[src/rtl/clk_div_pkg.sv]
// Shared types and ratio helpers for the clock divider bank.
// The helpers work on 32-bit values so they can be used with any DIV_W.
package clk_div_pkg;

   typedef enum logic {
      IDLE = 1'b0,
      RUN  = 1'b1
   } ch_state_t;

   // Ratios below the legal minimum are raised to that minimum.
   function automatic int unsigned eff_div(input int unsigned d, input int unsigned min_div);
      return (d < min_div) ? min_div : d;
   endfunction

   // High-phase length: odd ratios spend the extra cycle high.
   function automatic int unsigned half_up(input int unsigned d);
      return (d + 32'd1) / 32'd2;
   endfunction

endpackage

[src/rtl/clk_div_channel.sv]
// One divider channel: IDLE/RUN state, period counter, and registered clk_out/tick.
// The ratio is only latched when a period starts, so periods are never cut short or stretched.
module clk_div_channel
   import clk_div_pkg::*;
#(
   parameter int unsigned DIV_W   = 8,
   parameter int unsigned MIN_DIV = 2
) (
   input  logic             clk,
   input  logic             rst_n,
   input  logic             en,
   input  logic [DIV_W-1:0] div,
   input  logic             sync,
   output logic             clk_out,
   output logic             tick,
   output logic             running
);

   localparam logic [DIV_W-1:0] ONE        = DIV_W'(1);
   localparam logic [DIV_W-1:0] RST_DIV    = DIV_W'(MIN_DIV);
   localparam logic [DIV_W-1:0] RST_HI_LEN = DIV_W'(half_up(MIN_DIV));

   ch_state_t        state, state_n;
   logic [DIV_W-1:0] cnt, cnt_n;
   logic [DIV_W-1:0] div_act, div_act_n;
   logic [DIV_W-1:0] hi_len, hi_len_n;
   logic             clk_out_n, tick_n;
   logic             start;
   logic [DIV_W-1:0] div_eff, div_half, cnt_inc;

   assign div_eff  = DIV_W'(eff_div(32'(div), MIN_DIV));
   assign div_half = DIV_W'(half_up(32'(div_eff)));
   assign cnt_inc  = cnt + ONE;

   always_ff @(posedge clk) begin
      if (!rst_n) begin
         state   <= IDLE;
         cnt     <= '0;
         div_act <= RST_DIV;
         hi_len  <= RST_HI_LEN;
         clk_out <= 1'b0;
         tick    <= 1'b0;
      end else begin
         state   <= state_n;
         cnt     <= cnt_n;
         div_act <= div_act_n;
         hi_len  <= hi_len_n;
         clk_out <= clk_out_n;
         tick    <= tick_n;
      end
   end

   // sync outranks normal sequencing; it is also the only way to stop a channel mid-period.
   always_comb begin
      state_n   = state;
      cnt_n     = cnt;
      div_act_n = div_act;
      hi_len_n  = hi_len;
      clk_out_n = 1'b0;
      tick_n    = 1'b0;
      start     = 1'b0;

      if (sync) begin
         if (en) begin
            start = 1'b1;
         end else begin
            state_n = IDLE;
            cnt_n   = '0;
         end
      end else begin
         case (state)
            IDLE: begin
               if (en) start = 1'b1;
            end
            RUN: begin
               if (cnt != div_act - ONE) begin
                  cnt_n     = cnt_inc;
                  clk_out_n = (cnt_inc < hi_len);
               end else if (en) begin
                  start = 1'b1;
               end else begin
                  state_n = IDLE;
                  cnt_n   = '0;
               end
            end
            default: begin
               state_n = IDLE;
               cnt_n   = '0;
            end
         endcase
      end

      if (start) begin
         state_n   = RUN;
         cnt_n     = '0;
         div_act_n = div_eff;
         hi_len_n  = div_half;
         clk_out_n = 1'b1;
         tick_n    = 1'b1;
      end
   end

   assign running = (state == RUN);

endmodule

[src/rtl/clk_div_bank.sv]
// Bank of independent clock-divider channels sharing one master clock and sync.
// Each channel takes its own DIV_W-bit slice of the packed ratio bus.
module clk_div_bank
   import clk_div_pkg::*;
#(
   parameter int unsigned NUM_CH  = 3,
   parameter int unsigned DIV_W   = 8,
   parameter int unsigned MIN_DIV = 2
) (
   input  logic                    clk,
   input  logic                    rst_n,
   input  logic [NUM_CH-1:0]       en,
   input  logic [NUM_CH*DIV_W-1:0] div,
   input  logic                    sync,
   output logic [NUM_CH-1:0]       clk_out,
   output logic [NUM_CH-1:0]       tick,
   output logic [NUM_CH-1:0]       running
);

   for (genvar i = 0; i < NUM_CH; i++) begin : g_ch
      clk_div_channel #(
         .DIV_W   (DIV_W),
         .MIN_DIV (MIN_DIV)
      ) u_ch (
         .clk     (clk),
         .rst_n   (rst_n),
         .en      (en[i]),
         .div     (div[i*DIV_W +: DIV_W]),
         .sync    (sync),
         .clk_out (clk_out[i]),
         .tick    (tick[i]),
         .running (running[i])
      );
   end

endmodule
[config.mk]
export PLATFORM = sky130hd
export DESIGN_NAME = clk_div_bank
export DESIGN_NICKNAME = d
export VERILOG_FILES = /design/src/rtl/clk_div_pkg.sv /design/src/rtl/clk_div_channel.sv /design/src/rtl/clk_div_bank.sv
export SDC_FILE = /design/constraint.sdc
export NUM_CORES = 1
export LEC_CHECK = 0
export CORE_UTILIZATION = 25
export DETAILED_ROUTE_END_ITERATION = 16
export GPL_TIMING_DRIVEN = 0
export HOLD_SLACK_MARGIN = 0.06
export PLACE_DENSITY = 0.39
export SLEW_MARGIN = 20
export SYNTH_ARGS = -nofsm -noshare
export SYNTH_HDL_FRONTEND = slang
export SYNTH_SLANG_ARGS = --single-unit
[constraint.sdc]
create_clock -name clk -period 3 [get_ports clk]
set_clock_uncertainty 0.05 [all_clocks]
set_input_delay 0.45 -clock clk [delete_from_list [all_inputs] [get_ports clk]]
set_output_delay 0.45 -clock clk [all_outputs]
set_load 0.005 [all_outputs]
==> flow_metrics.py, run 1 <==
metrics = {
    "job": {
        "cap_violations": 0,
    },
    "placed_design": {
        "gp_congestion": 0.7875,
        "post-dp-hpwl_microns": 10800,
        "pre_cts_ws_ns": 0.05250,
        "io_buffer_count": 37,
    },
    "timing": {
        "rsz0062_at_grt": "false",
        "tightest_slew_ns": 0.8517,
        "drv_slew": 0,
        "setup-tns-final_ns": 0,
        "finalCriticalPeriod_ns": 2.693,
        "timing.fmax_mhz": 371.3,
        "setup_ws_ns": 0.3067,
        "setup-violations-final": 0,
        "slew_headroom_pct": 43.22,
        "post-route-period-util_pct": 89.78,
        "hold_violations": 0,
    },
    "pwr": {
        "p_int_mw": 2.113,
        "p_sw_uw": 791.5,
        "power.density_nw_per_um2": 480.8,
        "pwr-share-clk_pct": 41.6,
        "vdd_drop_max_mv": 0.2651,
        "p_leak_nw": 2.408,
        "comb_power_share_pct": 17.5,
        "seqPwrFrac_pct": 40.9,
        "p_sw_share_pct": 27.25,
    },
    "logic_synthesis": {
        "synthArstFlopShare_pct": 0,
        "ys_types": 64,
        "synth_area_leaders": "dfxtp_1 32%, ha_1 7.5%, xnor2_1 5.9%, xor2_1 4.9%, nor2_1 4.0%",
        "syn_area_per_cell_sq_um": 8.427,
        "syn_nets": 657,
        "synth_cells": 597,
        "synth_edf_count": 0,
        "yosys_warnings": 0,
        "yosysTopAreaCellShare_pct": 32.23,
        "ys.flop_type": "dfxtp_1",
        "yosysSeqAreaShare_pct": 32.23,
        "yosysTopAreaCell": "dfxtp_1",
        "ys_seq_elements": 81,
        "syn_area_sq_um": 5031,
    },
    "grt": {
        "grt_max_degree": 13,
        "track_usage_pct": 14.58,
        "grt_pass1_wl_microns": 22860,
        "antenna_found_initial": 0,
        "grt_overflow_total": 0,
        "grt_pass1_vias": 4369,
    },
    "setup_path": {
        "slowest_stage": "a31oi_4",
        "crit_buf_inv": 2,
        "timing_worst_setup_path_type": "reg -> reg",
        "worstSetupStartpointType": "flip-flop",
        "crit_required_ns": 3.15,
        "path_depth": 10,
        "reg2reg_depth": 10,
        "critical_path_arrival_ns": 2.84,
        "slowest_delay_ns": 0.39,
        "crit_path_cell_trace": "inv_1 > ha_1 > or3b_1 > a211oi_1 > o211ai_1 > nand4b_4 > a31oi_4 > buf_6 > mux2i_1 > nand2_1",
        "crit_family": "compound AO/OA/AOI/OAI gates",
        "worstSetupEndpointType": "flip-flop",
        "worstPathMaxFanout": 10,
    },
    "route": {
        "drt-total-wl_microns": 14060,
        "antenna_left": 0,
        "routedWlPerCell_microns": 15.40,
        "drt_iter0_drc": 182,
        "drc_errors": 0,
        "first_pass_iters": 4,
        "vias_per_cell": 4.777,
        "num_vias": 4361,
    },
    "cells_and_area": {
        "layout_commonest_cell": "dfxtp_1",
        "diodes": 0,
        "layout-drive-gt1-share_pct": 8.488,
        "fin_nets": 704,
        "area_growth_syn_to_layout_pct": 20.07,
        "fin_util_pct": 30.84,
        "most-common-layout-cells": "81 x dfxtp_1, 54 x nor2_1, 47 x nand2_1, 40 x nand3_1",
    },
    "clock_tree": {
        "clock_latency_ns": 0.35,
        "clockBufferDepth": 2,
        "numCtsBuffers": 9,
        "clkSinkCount": 81,
        "cts_tree": "yes",
        "cts_resized": 0,
        "cts.reportedPaths.clkPinSlew_ns": 0.06,
        "cts_hold_buf": 0,
        "h-tree-depth": 3,
        "cts_root_buffer": "clkbuf_16",
        "cts_setup_buffers": 0,
    },
    "die": {
        "die_x_microns": 143.9,
        "io_pins": 39,
        "rows": 51,
        "core-area_sq_um": 19590,
        "fp.dieH_microns": 143.9,
        "initial_core_util_pct": 25.68,
        "die_area_sq_um": 20700,
    },
    "status": {
        "status": "finished, final reports clean",
    },
    "worst_hold_path": {
        "min_delay_path_depth": 2,
        "min_path_type": "reg -> reg",
    },
}
-- power groups by stage --
stage	Combinational (mW)	Clock, mW	Sequential (mW)
after floorplan	0.343	0	1.20
after global placement	0.506	0	1.21
after detailed placement	0.513	0	1.21
after CTS	0.516	1.25	1.19
after global routing	0.571	1.29	1.20
final	0.509	1.21	1.19
-- sequential cells by signal (all words and copies together), names as in the netlist --
signal,flops
g_ch.u_ch.hi_len,24
g_ch.u_ch.clk_out,3
g_ch.u_ch.running,3
g_ch.u_ch.cnt,24
g_ch.u_ch.div_act,24
g_ch.u_ch.tick,3
-- cell usage after synthesis, types with 6 or more instances --
master and count:
a211oi_1 13, a211oi_2 6, a21oi_1 15, a22o_1 9, a31oi_1 6, and2_1 6
and3_1 12, buf_4 10, clkbuf_1 14, dfxtp_1 81, ha_1 30, inv_1 37
mux2i_1 11, nand2_1 47, nand2b_1 7, nand3_1 40, nand4_1 7, nor2_1 54
nor2b_1 6, nor3_1 11, nor4_1 7, o211ai_1 6, o21ai_0 24, xnor2_1 34
xor2_1 28
-- logic make-up (layout without fill, tap and decap cells) --
family,count (synthesis),in the layout,synth area share (%)
flip-flops,81,81,32.23
AND/OR/NAND/NOR,218,218,22.03
adder cells (fa/ha/maj),30,30,7.461
buffers and inverters,73,124,6.913
AO/OA/AOI/OAI,121,121,18.16
XOR/XNOR,62,62,10.79
multiplexers,12,12,2.412
-- metrics by stage --
stage               cell area (sq um)  hold WS, ns  total power [mW]  instances
finish                           6041       0.4224             2.904        913
CTS                              6045       0.4208             2.956        914
floorplan                        5031       0.3855             1.538        597
global route                     6041       0.4287             3.055        913
global placement                 5733       0.4099             1.717        899
detailed placement               5733       0.4122             1.725        899
-- area by class of cell --
| cell class | count | area (sq um) |
|---|---|---|
| clock inverter | 3 | 65.06 |
| inverter | 37 | 138.9 |
| sequential | 81 | 1622 |
| fill | 2140 | 13550 |
| timing repair buffer | 37 | 370.4 |
| buffer | 35 | 205.2 |
| clock buffer | 12 | 246.5 |
| multi-input combinational | 443 | 3062 |
| tap | 265 | 331.6 |
-- layer usage --
layer / track usage (%) / share of wire [%] / up-vias
li1: - / - / 2206
met1: 18.10 / 47 / 2064
met2: 24.82 / 47 / 76
met3: 3.032 / 3.4 / 15
met4: 4.983 / 1.8 / 0
met5: 0 / 0 / -
-- final timing paths --
kind | from | to | slack [ns]
setup / recovery | g_ch[0].u_ch.div_act[0] | g_ch[0].u_ch.hi_len[0] | 0.31
setup reg to reg | g_ch[0].u_ch.div_act[0] | g_ch[0].u_ch.hi_len[0] | 0.31
hold / removal | g_ch[1].u_ch.hi_len[4] | g_ch[1].u_ch.hi_len[4] | 0.42
hold reg to reg | g_ch[1].u_ch.hi_len[4] | g_ch[1].u_ch.hi_len[4] | 0.42
-- worst min-delay path, cell delays in order (launching register included) --
cell     delay (ns)
dfxtp_1        0.31
nand3_1        0.06
o31ai_1        0.06
Note: power is estimated with default switching activity, not from simulation.
==> run 2, diff against run 1 <==
--- a/config.mk
+++ b/config.mk
@@ -6,6 +6,7 @@
 export NUM_CORES = 1
 export LEC_CHECK = 0
 export CORE_UTILIZATION = 25
+export CTS_BUF_LIST = sky130_fd_sc_hd__clkbuf_8
 export DETAILED_ROUTE_END_ITERATION = 16
 export GPL_TIMING_DRIVEN = 0
 export HOLD_SLACK_MARGIN = 0.06
==> run 2 against run 1 <==
  * Wire length grew 0.18%
  * Core utilization is 0.52 points lower
  * Maximum frequency is 0.53% lower
  * Final cell count is the same
  * Die area unchanged
  * Sequential power about the same
  * Clock-buffer cell count down 2
  * Largest power group is now registers
==> flow_metrics.py, run 2 (same netlist as run 1, synthesis figures left out) <==
metrics = {
    "clock_tree": {
        "cts_root_buffer": "clkbuf_8",
        "numCtsBuffers": 9,
        "clock_latency_ns": 0.38,
        "h-tree-depth": 3,
        "clockBufferDepth": 2,
        "cts.reportedPaths.clkPinSlew_ns": 0.09,
        "cts_setup_buffers": 0,
        "clkSinkCount": 81,
        "cts_tree": "yes",
    },
    "placed_design": {
        "gp_congestion": 0.7875,
        "post-dp-hpwl_microns": 10800,
        "placed_cell_area_sq_um": 5733,
        "io_buffer_count": 37,
        "pre_cts_ws_ns": 0.05250,
        "dp_cells": 899,
    },
    "grt": {
        "grt_pass1_vias": 4366,
        "antenna_found_initial": 0,
        "grt_overflow_total": 0,
        "grt_max_degree": 13,
        "track_usage_pct": 14.58,
        "grt_pass1_wl_microns": 22830,
    },
    "setup_path": {
        "timing_worst_setup_path_type": "reg -> reg",
        "worstPathMaxFanout": 10,
        "worstSetupStartpointType": "flip-flop",
        "critical_path_arrival_ns": 2.88,
        "worstSetupEndpointType": "flip-flop",
        "crit_path_cell_trace": "inv_1 > ha_1 > or3b_1 > a211oi_1 > o211ai_1 > nand4b_4 > a31oi_4 > buf_6 > mux2i_1 > nand2_1",
        "slowest_delay_ns": 0.40,
        "crit_required_ns": 3.18,
        "slowest_stage": "a31oi_4",
    },
    "timing": {
        "post-route-period-util_pct": 90.25,
        "tightest_slew_ns": 0.8614,
        "setup-tns-final_ns": 0,
        "setup-violations-final": 0,
        "finalCriticalPeriod_ns": 2.708,
        "timing.fmax_mhz": 369.3,
        "drv_slew": 0,
        "slew_headroom_pct": 42.58,
        "hold_violations": 0,
        "timing.hold.ws_ns": 0.4065,
        "setup_ws_ns": 0.2924,
        "rsz0062_at_grt": "false",
    },
    "route": {
        "drc_errors": 0,
        "first_pass_iters": 4,
        "drt-total-wl_microns": 14090,
        "routedWlPerCell_microns": 15.43,
        "drt_iter0_drc": 192,
        "antenna_left": 0,
        "num_vias": 4349,
        "vias_per_cell": 4.763,
    },
    "cells_and_area": {
        "area_growth_syn_to_layout_pct": 18.06,
        "layout_commonest_cell": "dfxtp_1",
        "fillers": 2147,
        "top_regs": "g_ch.u_ch.cnt (24), g_ch.u_ch.div_act (24), g_ch.u_ch.hi_len (24)",
        "finalInstanceArea_sq_um": 5939,
        "multi_input_area_sq_um": 3062,
        "fin_cells": 913,
        "register_area_sq_um": 1622,
        "diodes": 0,
        "most-common-layout-cells": "81 x dfxtp_1, 54 x nor2_1, 47 x nand2_1, 40 x nand3_1, 39 x inv_1",
        "layout-drive-gt1-share_pct": 8.488,
        "fin_util_pct": 30.32,
        "fin_nets": 704,
    },
    "worst_hold_path": {
        "min_path_type": "in -> reg",
    },
    "die": {
        "fp.dieH_microns": 143.9,
        "io_pins": 39,
        "initial_core_util_pct": 25.68,
        "rows": 51,
        "die_area_sq_um": 20700,
        "die_x_microns": 143.9,
        "core-area_sq_um": 19590,
    },
    "pwr": {
        "power_mw": 2.611,
        "power.density_nw_per_um2": 439.6,
        "p_leak_nw": 2.370,
        "vdd_drop_max_mv": 0.2028,
    },
    "job": {
        "cap_violations": 0,
    },
    "status": {
        "status": "finished, final reports clean",
    },
}
-- run 2: cell count changes in the layout (fill, tap and decap cells not counted) --
| cell | before | now |
|---|---|---|
| clkbuf_1 | 15 | 13 |
| inv_1 | 37 | 39 |
| clkbuf_8 | 1 | 10 |
| clkbuf_16 | 9 | 0 |
-- run 2: layout make-up --
class                   count  area share [%]
clock buffers              10           2.317
clock inverters             5           1.222
inverters                  37           2.338
repair buffers             37           6.236
multi-input cells         443           51.55
well taps                 265           5.582
plain buffers              35           3.455
flip-flops and latches     81           27.30
-- run 2: timing repair --
action,in CTS,in global routing
resized for setup,0,0
hold buffers,0,0
setup endpoints to repair,0,1
-- run 2: power breakdown --
group / internal [mW] / switching (mW)
logic: 0.229 / 0.279
clock network: 0.481 / 0.436
registers: 1.14 / 0.0511
-- run 2: worst max-delay path: cells and delay by family (launching register included) --
family	cells	cell delay (ns)
compound gates	3	0.80
fa+ha+maj	1	0.19
buf+inv	2	0.28
flops	1	0.36
mux	1	0.19
simple gates	3	0.69
-- run 2: routing by layer --
metal | track usage, % | routed length (microns) | vias up
li1 | - | - | 2205
met1 | 18.02 | 6767 | 2064
met2 | 24.99 | 6717 | 68
met3 | 3.032 | 416 | 12
met4 | 4.759 | 186 | 0
met5 | 0 | 0 | -
-- run 2: final timing paths --
| check | slack [ns] | end | from | depth (start not counted) |
|---|---|---|---|---|
| max reg2reg | 0.29 | g_ch[0].u_ch.hi_len[0] | g_ch[0].u_ch.div_act[0] | 10 |
| max | 0.29 | g_ch[0].u_ch.hi_len[0] | g_ch[0].u_ch.div_act[0] | 10 |
| min reg2reg | 0.43 | g_ch[1].u_ch.hi_len[4] | g_ch[1].u_ch.hi_len[4] | 2 |
| min | 0.41 | g_ch[2].u_ch.div_act[3] | div[19] | 3 |
==> run 3, diff against run 2 <==
--- a/config.mk
+++ b/config.mk
@@ -5,8 +5,10 @@
 export SDC_FILE = /design/constraint.sdc
 export NUM_CORES = 1
 export LEC_CHECK = 0
+export CORE_MARGIN = 10
 export CORE_UTILIZATION = 25
 export CTS_BUF_LIST = sky130_fd_sc_hd__clkbuf_8
+export CTS_CLUSTER_DIAMETER = 80
 export DETAILED_ROUTE_END_ITERATION = 16
 export GPL_TIMING_DRIVEN = 0
 export HOLD_SLACK_MARGIN = 0.06
==> run 3 against run 2 <==
  * Sequential power barely moved
  * Design area fell by 1.1%
  * Non-clock buffer count did not move
  * Total power fell by 9.4%
  * Core utilization fell by 0.44 points
  * Maximum frequency rose by 0.21%
  * Via count fell by 1.9%
  * Clock-buffer cell count fell by 1
  * Sequential cell count did not move
  * Sequential share of layout area rose by 0.31 points
  * Worst hold slack improved by 0.020 ns
  * Final cell count fell by 0.11%
  * Critical endpoint is now g_ch[1].u_ch.div_act[1]
==> flow_metrics.py, run 3 (same netlist as run 1, synthesis figures left out) <==
metrics = {
    "timing": {
        "post-route-period-util_pct": 90.07,
        "slew_headroom_pct": 41.75,
        "rsz0062_at_grt": "false",
        "setup-tns-final_ns": 0,
        "drv_slew": 0,
        "hold_violations": 0,
        "tightest_slew_ns": 0.8670,
        "setup-violations-final": 0,
        "finalCriticalPeriod_ns": 2.702,
        "setup_ws_ns": 0.2980,
        "timing.fmax_mhz": 370.1,
    },
    "setup_path": {
        "worstSetupEndpointType": "flip-flop",
        "crit_path_cell_trace": "inv_1 > ha_1 > xor2_1 > o41ai_1 > o32a_2 > o211ai_2 > buf_4 > nor3_1 > a31oi_1",
        "worstPathMaxFanout": 10,
        "slowest_delay_ns": 0.54,
        "timing_worst_setup_path_type": "reg -> reg",
        "crit_required_ns": 3.17,
        "worstSetupStartpointType": "flip-flop",
        "critical_path_arrival_ns": 2.87,
        "slowest_stage": "o41ai_1",
    },
    "die": {
        "fp.dieH_microns": 161.9,
        "core-area_sq_um": 19650,
        "io_pins": 39,
        "die_x_microns": 161.9,
        "die_area_sq_um": 26200,
        "initial_core_util_pct": 25.60,
        "rows": 51,
    },
    "job": {
        "cap_violations": 0,
    },
    "clock_tree": {
        "numCtsBuffers": 9,
        "clock_latency_ns": 0.37,
        "h-tree-depth": 3,
        "clkSinkCount": 81,
        "clockBufferDepth": 2,
        "cts_tree": "yes",
        "cts_hold_buf": 0,
        "cts_resized": 0,
        "cts_root_buffer": "clkbuf_8",
        "cts_setup_buffers": 0,
        "cts.reportedPaths.clkPinSlew_ns": 0.08,
    },
    "pwr": {
        "pwr-share-clk_pct": 28.4,
        "power.density_nw_per_um2": 402.7,
        "vdd_drop_max_mv": 0.1754,
        "p_sw_uw": 722.5,
        "seqPwrFrac_pct": 50.1,
        "p_sw_share_pct": 30.55,
        "comb_power_share_pct": 21.4,
        "p_leak_nw": 2.345,
        "p_int_mw": 1.642,
    },
    "grt": {
        "antenna_found_initial": 0,
        "grt_pass1_wl_microns": 23050,
        "track_usage_pct": 10.99,
        "grt_max_degree": 12,
        "grt_pass1_vias": 4351,
        "grt_overflow_total": 0,
    },
    "cells_and_area": {
        "most-common-layout-cells": "81 x dfxtp_1, 54 x nor2_1, 47 x nand2_1, 41 x inv_1, 40 x nand3_1",
        "area_growth_syn_to_layout_pct": 16.74,
        "layout_commonest_cell": "dfxtp_1",
        "layout-drive-gt1-share_pct": 8.037,
        "diodes": 0,
        "top_regs": "g_ch.u_ch.cnt (24), g_ch.u_ch.div_act (24), g_ch.u_ch.hi_len (24)",
        "fin_nets": 704,
        "fillers": 2190,
    },
    "route": {
        "drt-total-wl_microns": 14120,
        "drc_errors": 0,
        "vias_per_cell": 4.678,
        "first_pass_iters": 5,
        "num_vias": 4266,
        "routedWlPerCell_microns": 15.49,
        "antenna_left": 0,
        "drt_iter0_drc": 225,
    },
    "worst_hold_path": {
        "min_path_type": "reg -> reg",
    },
    "status": {
        "status": "finished, final reports clean",
    },
    "placed_design": {
        "pre_cts_ws_ns": -0.002053,
        "post-dp-hpwl_microns": 10980,
        "io_buffer_count": 37,
        "gp_congestion": 0.8201,
    },
}
## run 3: changes by cell type in the layout (fill, tap and decap cells not counted), sizes merged
cell	before	now
bufinv	2	0
clkbuf	24	23
inv	39	41
## run 3: critical path, delay by kind of cell, from the launching register on
family	cells	cell delay, ns
flip-flops	1	0.40
AND/OR/NAND/NOR	1	0.23
adder cells (fa/ha/maj)	1	0.28
buffers and inverters	2	0.31
XOR/XNOR	1	0.21
AO/OA/AOI/OAI	4	1.08
## run 3: cell type report
type                       instances  area, sq um  share of cell area [%]
buffer                            35        205.2                   3.494
inverter                          37        138.9                   2.365
sequential                        81         1622                   27.61
clock inverter                     5        20.02                  0.3409
multi-input combinational        443         3062                   52.13
tap                              265        331.6                   5.646
timing repair buffer              37        370.4                   6.306
clock buffer                       9        123.9                   2.109
## run 3: stage by stage
| step | power (mW) | instances | utilization, % | area (sq um) | hold slack (ns) |
|---|---|---|---|---|---|
| after floorplan | 1.538 | 597 | - | 5031 | 0.3855 |
| after global placement | 1.715 | 899 | 29.17 | 5733 | 0.4074 |
| after detailed placement | 1.723 | 899 | 29.17 | 5733 | 0.4118 |
| after CTS | 2.423 | 913 | 29.90 | 5877 | 0.4011 |
| after global routing | 2.527 | 912 | 29.88 | 5873 | 0.4479 |
| final | 2.365 | 912 | 29.88 | 5873 | 0.4261 |
## run 3: power by group through the flow
stage	Combinational [mW]	Clock, mW	Sequential, mW
4_1_cts	0.515	0.720	1.19
2_1_floorplan	0.343	0	1.20
3_5_place_dp	0.511	0	1.21
6_report	0.507	0.672	1.19
3_3_place_gp	0.503	0	1.21
5_1_grt	0.569	0.761	1.20
## run 3: final timing paths
kind | startpoint | to | slack (ns) | depth (start not counted)
worst max register to register | g_ch[1].u_ch.div_act[0] | g_ch[1].u_ch.div_act[1] | 0.30 | 9
worst max-delay path | g_ch[1].u_ch.div_act[0] | g_ch[1].u_ch.div_act[1] | 0.30 | 9
worst min register to register | g_ch[1].u_ch.hi_len[7] | g_ch[1].u_ch.hi_len[7] | 0.43 | 2
worst min-delay path | g_ch[1].u_ch.hi_len[7] | g_ch[1].u_ch.hi_len[7] | 0.43 | 2
## run 3: metal layers
| layer | track usage (%) | share of wire, % |
|---|---|---|
| met4 | 2.895 | 1.0 |
| met5 | 0 | 0 |
| met2 | 18.20 | 47 |
| met1 | 13.54 | 48 |
| met3 | 3.311 | 4.0 |
